`src/rtl/gb_row_port_sched_pkg.sv`:
```
// Shared types and defaults for the board-memory row-port scheduler.
package gb_ctrl_pkg;

  typedef enum logic [1:0] {
    S_IDLE    = 2'd0,
    S_ISSUE   = 2'd1,
    S_CAPTURE = 2'd2
  } port_state_e;

  localparam int          NUM_ROWS_DEF  = 20;
  localparam logic [31:0] FULL_MASK_DEF = 32'h0000_03FF;

  typedef logic [4:0] row_idx_t;

  // Number of set bits in a 32-bit word.
  function automatic logic [5:0] popcount32(input logic [31:0] v);
    logic [5:0] c;
    c = '0;
    for (int unsigned i = 0; i < 32; i++) begin
      c = c + 6'(v[i]);
    end
    return c;
  endfunction

endpackage

```
`src/rtl/gb_row_port_sched_arb.sv`:
```
// Two-requester round-robin arbiter: req[0]=CPU, req[1]=GFX.
// On contention the requester not granted last wins; last-grant resets to GFX.
module gb_rr_arb2 (
  input  logic       clk,
  input  logic       rst_n,
  input  logic [1:0] req,
  input  logic       adv,
  output logic [1:0] gnt
);

  logic last_gfx;

  // Grant decode: single requester always wins, tie goes to the other side.
  always_comb begin
    gnt = 2'b00;
    if (req == 2'b11) begin
      gnt = last_gfx ? 2'b01 : 2'b10;
    end else begin
      gnt = req;
    end
  end

  // Remember who won whenever a grant is actually taken.
  always_ff @(posedge clk or negedge rst_n) begin
    if (!rst_n) begin
      last_gfx <= 1'b1;
    end else if (adv && (gnt != 2'b00)) begin
      last_gfx <= gnt[1];
    end
  end

endmodule

```
`src/rtl/gb_row_port_sched.sv`:
```
// Row-read port scheduler: shares the board memory row port between CPU
// reads and the per-frame graphics scan, and builds the full-row mask.
module gb_row_port_sched
  import gb_ctrl_pkg::*;
#(
  parameter int          NUM_ROWS  = NUM_ROWS_DEF,
  parameter logic [31:0] FULL_MASK = FULL_MASK_DEF
) (
  input  logic        clk,
  input  logic        rst_n,
  input  logic        cpu_req,
  input  logic [4:0]  cpu_row,
  output logic        cpu_gnt,
  output logic        cpu_rdata_vld,
  output logic [31:0] cpu_rdata,
  input  logic        frame_req,
  output logic        gfx_row_vld,
  output logic [4:0]  gfx_row_idx,
  output logic [31:0] gfx_row_data,
  input  logic        gfx_ready,
  output logic        frame_done,
  output logic        frame_overrun,
  output logic [31:0] full_row_mask,
  output logic [5:0]  full_row_cnt,
  output logic [4:0]  mem_line_num,
  input  logic [31:0] mem_row_data
);

  port_state_e state;
  logic        own_cpu;
  logic        cpu_oob;
  logic [5:0]  scan_row;
  logic        frame_active;
  logic        frame_pend;
  logic [31:0] acc_mask;

  logic [1:0]  req;
  logic [1:0]  gnt;
  logic        arb_adv;
  logic        gfx_accept;
  logic        frame_end;
  logic        gfx_free;
  logic        gfx_cap;

  assign gfx_accept = gfx_row_vld & gfx_ready;
  assign frame_end  = gfx_accept & frame_active & (gfx_row_idx == 5'(NUM_ROWS - 1));
  // The port is single-issue, so an output register that is empty (or being
  // drained this cycle) at grant time is guaranteed empty at capture time.
  assign gfx_free   = ~gfx_row_vld | gfx_ready;
  assign req[0]     = cpu_req;
  assign req[1]     = frame_active & (scan_row < 6'(NUM_ROWS)) & gfx_free;
  assign arb_adv    = (state == S_IDLE);
  assign cpu_gnt    = (state == S_IDLE) & gnt[0];
  assign gfx_cap    = (state == S_CAPTURE) & ~own_cpu;

  gb_rr_arb2 u_arb (
    .clk   (clk),
    .rst_n (rst_n),
    .req   (req),
    .adv   (arb_adv),
    .gnt   (gnt)
  );

  // Port FSM: arbitrate, drive the row index, wait one cycle, capture.
  always_ff @(posedge clk or negedge rst_n) begin
    if (!rst_n) begin
      state        <= S_IDLE;
      own_cpu      <= 1'b0;
      cpu_oob      <= 1'b0;
      mem_line_num <= '0;
    end else begin
      unique case (state)
        S_IDLE: begin
          if (gnt != 2'b00) begin
            own_cpu      <= gnt[0];
            cpu_oob      <= ({1'b0, cpu_row} >= 6'(NUM_ROWS));
            mem_line_num <= gnt[0] ? cpu_row : scan_row[4:0];
            state        <= S_ISSUE;
          end
        end
        S_ISSUE:   state <= S_CAPTURE;
        S_CAPTURE: state <= S_IDLE;
        default:   state <= S_IDLE;
      endcase
    end
  end

  // CPU return register: out-of-range rows read back as zero.
  always_ff @(posedge clk or negedge rst_n) begin
    if (!rst_n) begin
      cpu_rdata_vld <= 1'b0;
      cpu_rdata     <= '0;
    end else begin
      cpu_rdata_vld <= 1'b0;
      if ((state == S_CAPTURE) && own_cpu) begin
        cpu_rdata_vld <= 1'b1;
        cpu_rdata     <= cpu_oob ? '0 : mem_row_data;
      end
    end
  end

  // Graphics output register, scan counter, mask accumulator and frame control.
  always_ff @(posedge clk or negedge rst_n) begin
    if (!rst_n) begin
      gfx_row_vld   <= 1'b0;
      gfx_row_idx   <= '0;
      gfx_row_data  <= '0;
      scan_row      <= '0;
      acc_mask      <= '0;
      frame_active  <= 1'b0;
      frame_pend    <= 1'b0;
      frame_done    <= 1'b0;
      frame_overrun <= 1'b0;
      full_row_mask <= '0;
      full_row_cnt  <= '0;
    end else begin
      frame_done    <= 1'b0;
      frame_overrun <= 1'b0;
      if (gfx_accept) begin
        gfx_row_vld <= 1'b0;
      end
      if (gfx_cap) begin
        gfx_row_vld  <= 1'b1;
        gfx_row_data <= mem_row_data;
        gfx_row_idx  <= scan_row[4:0];
        scan_row     <= scan_row + 6'd1;
        if ((mem_row_data & FULL_MASK) == FULL_MASK) begin
          acc_mask[scan_row[4:0]] <= 1'b1;
        end
      end
      // A request coinciding with frame end is folded into the pending slot
      // before the restart decision, so it starts the next frame directly.
      if (frame_end) begin
        full_row_mask <= acc_mask;
        full_row_cnt  <= popcount32(acc_mask);
        frame_done    <= 1'b1;
        frame_overrun <= frame_pend & frame_req;
        frame_active  <= frame_pend | frame_req;
        frame_pend    <= 1'b0;
        scan_row      <= '0;
        acc_mask      <= '0;
      end else if (frame_req) begin
        if (!frame_active) begin
          frame_active <= 1'b1;
          scan_row     <= '0;
          acc_mask     <= '0;
        end else if (frame_pend) begin
          frame_overrun <= 1'b1;
        end else begin
          frame_pend <= 1'b1;
        end
      end
    end
  end

endmodule

```
`config.mk`:
```
export PLATFORM = sky130hd
export DESIGN_NAME = gb_row_port_sched
export DESIGN_NICKNAME = d
export VERILOG_FILES = /design/src/rtl/gb_row_port_sched_pkg.sv /design/src/rtl/gb_row_port_sched_arb.sv /design/src/rtl/gb_row_port_sched.sv
export SDC_FILE = /design/constraint.sdc
export NUM_CORES = 1
export LEC_CHECK = 0
export ABC_AREA = 1
export CAP_MARGIN = 20
export CORE_MARGIN = 2
export CORE_UTILIZATION = 63
export DETAILED_ROUTE_END_ITERATION = 12
export DONT_BUFFER_PORTS = 1
export GPL_ROUTABILITY_DRIVEN = 1
export GPL_TIMING_DRIVEN = 0
export PLACE_DENSITY = 0.84
export SETUP_SLACK_MARGIN = 0.05
export SLEW_MARGIN = 10
export SYNTH_ARGS = -nofsm -noshare
export SYNTH_HDL_FRONTEND = slang
export SYNTH_SLANG_ARGS = --single-unit
```
`constraint.sdc`:
```
create_clock -name clk -period 6 [get_ports clk]
set_clock_uncertainty 0.05 [all_clocks]
set_input_delay 0.3 -clock clk [delete_from_list [all_inputs] [get_ports clk]]
set_output_delay 0.3 -clock clk [all_outputs]
set_load 0.02 [all_outputs]
```
==> flow_summary.toml <==
[status]
status = "finished, final reports clean"

[power_and_ir_drop]
seq_power_share = 0.424
ir_worst_vdd_uv = 400.0
total_leakage_power_nw = 4.203
sw_frac_of_total = 0.4398
p_clk_frac = 0.232
switchingPower_w = 0.002043
powerDensity_mw_per_mm2 = 545.9
p_comb_frac = 0.344
internal_power_w = 0.002602

[setup_path]
cpPeakStageDelay_ns = 0.57
cp_num_buf_inv = 3
crit_cells = 15
cp_max_fo = 2
cp-end-kind = "flop"
cp.arrival_ns = 5.17
path_delay_family = "adder cells"
cp_cell_sequence = "fa_1 > inv_1 > fa_1 > fa_1 > fa_1 > fa_1 > fa_1 > inv_1 > ha_1 > inv_1 > fa_1 > o21ai_0 > nand2_1 > nand3_1 > nand2_1"
worst-setup-path-type = "flop to flop"
slowest_stage = "fa_1"
cp.required_ns = 6.27
cpMostUsedCell = "fa_1"
cp-startpoint = "acc_mask[17]"
crit_path_start_kind = "flop"
reg2reg_from = "acc_mask[17]"
r2r_slack_ns = 1.10
rr_worst_depth = 15

[placement]
gp_congestion = 0.9001
place_inst = 952
io_buffers = 0
post-dp-hpwl_um = 12460

[floorplan]
start_util = 0.6448
core-area_sq_mm = 0.01142
io_pins = 159
placementRows = 39
die_height_um = 112.1
die_area_sq_mm = 0.01257
fp.dieW_um = 112.1

[finish]
mostFrequentLayoutCells = "nand2_1 (258), dfrtp_1 (160), inv_1 (83), o21ai_0 (59), nand3_1 (50)"
finish.net_count = 941
final_common_cell = "nand2_1"
fillers = 749
layoutNonFillerInstCount = 1020
drive_above_1_share = 0.09236
syn_to_final_growth_pct = 15.58
n_antenna_cell = 0

[timing]
setup_viol = 0
hold_slack_ns = 0.03360
slew_headroom = 0.5009
drv_slew = 0
tns_ns = 0
fin_crit_sh = 0.8172
rsz0062_at_grt = "false"
tightest_slew_ns = 0.7487
hold_viol = 0
clock.fmax_mhz = 203.9
timing.final.crit_period_ns = 4.903

[global_routing]
antenna_found_initial = 0
track_usage = 0.3127
grt_pass1_wl_um = 30700
grt_max_degree = 162
grt_pass1_vias = 6242
overflow = 0

[clocking]
cts_sinks = 161
worstSkewPairLatency_ns = 0.43
htree_levels = 4
cts.path.max_buffers = 2
path_clk_slew_ns = 0.06
cts_buffers = 17
cts-root-buf = "clkbuf_16"
cts_setup_buffers = 0
tritoncts = "yes"

[synthesis]
synthDistinctLibCells = 30
synth_seq_cells = 161
syn_inst = 809
yosysWarnings = 0
syn_area_per_cell_sq_um = 9.100
syn_nets = 886
syn_area_sq_mm = 0.007362
ys_seq_area_frac = 0.5474

[worst_hold_path]
min_from = "cpu_row[4]"
hp-class = "input pin to flop"
whs_path_depth = 2

[route]
wl_per_cell_um = 18.31
vias = 5886
initialDrtViolationCount = 576
finalWirelength_um = 18680
final_antenna_net_count = 0
viasPerCell = 5.771
drc_errors = 0
dr.pass1.iters = 5

[job]
drv_cap = 0
[path summary, 6_finish.rpt]
check                                    end
setup / recovery             full_row_cnt[4]
hold / removal                       cpu_oob
setup reg to reg             full_row_cnt[4]
hold reg to reg               u_arb.last_gfx
max in group asynchronous      cpu_rdata[12]
min in group asynchronous  full_row_mask[19]
[cells in the mapped netlist]
library cell | number | share of area
nand2_1 | 258 | 0.13
dfrtp_1 | 160 | 0.54
inv_1 | 83 | 0.042
o21ai_0 | 59 | 0.040
nand3_1 | 50 | 0.034
nor2_1 | 42 | 0.021
fa_1 | 24 | 0.065
o21ai_1 | 23 | 0.016
a21oi_2 | 21 | 0.025
a21oi_1 | 17 | 0.012
clkbuf_1 | 14 | 0.0071
buf_2 | 12 | 0.0082
ha_1 | 11 | 0.019
nand3b_1 | 6 | 0.0061
buf_1 | 4 | 0.0020
buf_4 | 3 | 0.0031
inv_2 | 3 | 0.0015
nor3_1 | 3 | 0.0020
buf_6 | 2 | 0.0031
nand2_2 | 2 | 0.0017
nand4_1 | 2 | 0.0017
nor2_2 | 2 | 0.0017
and2_1 | 1 | 0.00085
dfstp_2 | 1 | 0.0036
nand3_2 | 1 | 0.0014
nor2_4 | 1 | 0.0015
nor3_4 | 1 | 0.0022
o22ai_1 | 1 | 0.00085
or2_2 | 1 | 0.00085
xor2_1 | 1 | 0.0012
[logic make-up after synthesis]
kind of cell | Yosys count | share of synthesized area
AND/OR/NAND/NOR | 370 | 0.2070
XOR/XNOR | 1 | 0.001190
flip-flops | 161 | 0.5474
adder cells (fa/ha/maj) | 35 | 0.08396
AO/OA/AOI/OAI | 121 | 0.09313
buffers and inverters | 121 | 0.06730
[layout make-up]
| cell class | count | area, sq um | share of cell area |
|---|---|---|---|
| inverters | 86 | 322.8 | 0.03794 |
| multi-input cells | 527 | 2836 | 0.3333 |
| plain buffers | 35 | 172.7 | 0.02029 |
| clock inverters | 11 | 130.1 | 0.01529 |
| well taps | 143 | 178.9 | 0.02103 |
| flip-flops and latches | 161 | 4030 | 0.4736 |
| clock buffers | 21 | 460.4 | 0.05411 |
| repair buffers | 36 | 377.9 | 0.04441 |
[per-layer routing]
layer / part of all wire / routed length (um) / GRT usage
met5: 0 / 0 / 0
met4: 0.041 / 760 / 0.1553
met3: 0.087 / 1632 / 0.1026
met2: 0.50 / 9306 / 0.5185
met1: 0.37 / 6978 / 0.3690
[what timing repair did]
action                     4_1_cts  5_1_grt
setup endpoints to repair        0        0
hold endpoints to repair       229        0
resized for setup                0        0
hold buffers                    36        0
[state kept, by name, summed over array words and instances (netlist names), 2 cells and up]
signal         flops
acc_mask          32
cpu_rdata         32
full_row_mask     32
gfx_row_data      32
full_row_cnt       6
scan_row           6
gfx_row_idx        5
mem_line_num       5
state              2
[power by group through the flow]
stage | Sequential, W | Combinational (W) | Clock (W)
2_1_floorplan | 0.00189 | 0.00115 | 0
3_3_place_gp | 0.00196 | 0.00141 | 0
3_5_place_dp | 0.00197 | 0.00152 | 0
4_1_cts | 0.00196 | 0.00158 | 0.00108
5_1_grt | 0.00200 | 0.00182 | 0.00112
6_report | 0.00197 | 0.00160 | 0.00108
[through the flow]
step / utilization / power, W / area [sq um] / setup slack, ns
2_1_floorplan: - / 0.003041 / 7362 / 1.574
3_3_place_gp: 0.6604 / 0.003375 / 7541 / 1.319
3_5_place_dp: 0.6604 / 0.003490 / 7541 / 1.172
4_1_cts: 0.7452 / 0.004625 / 8509 / 1.101
5_1_grt: 0.7452 / 0.004939 / 8509 / 0.9530
6_report: 0.7452 / 0.004645 / 8509 / 1.097
(Power assumes the default switching activity.)
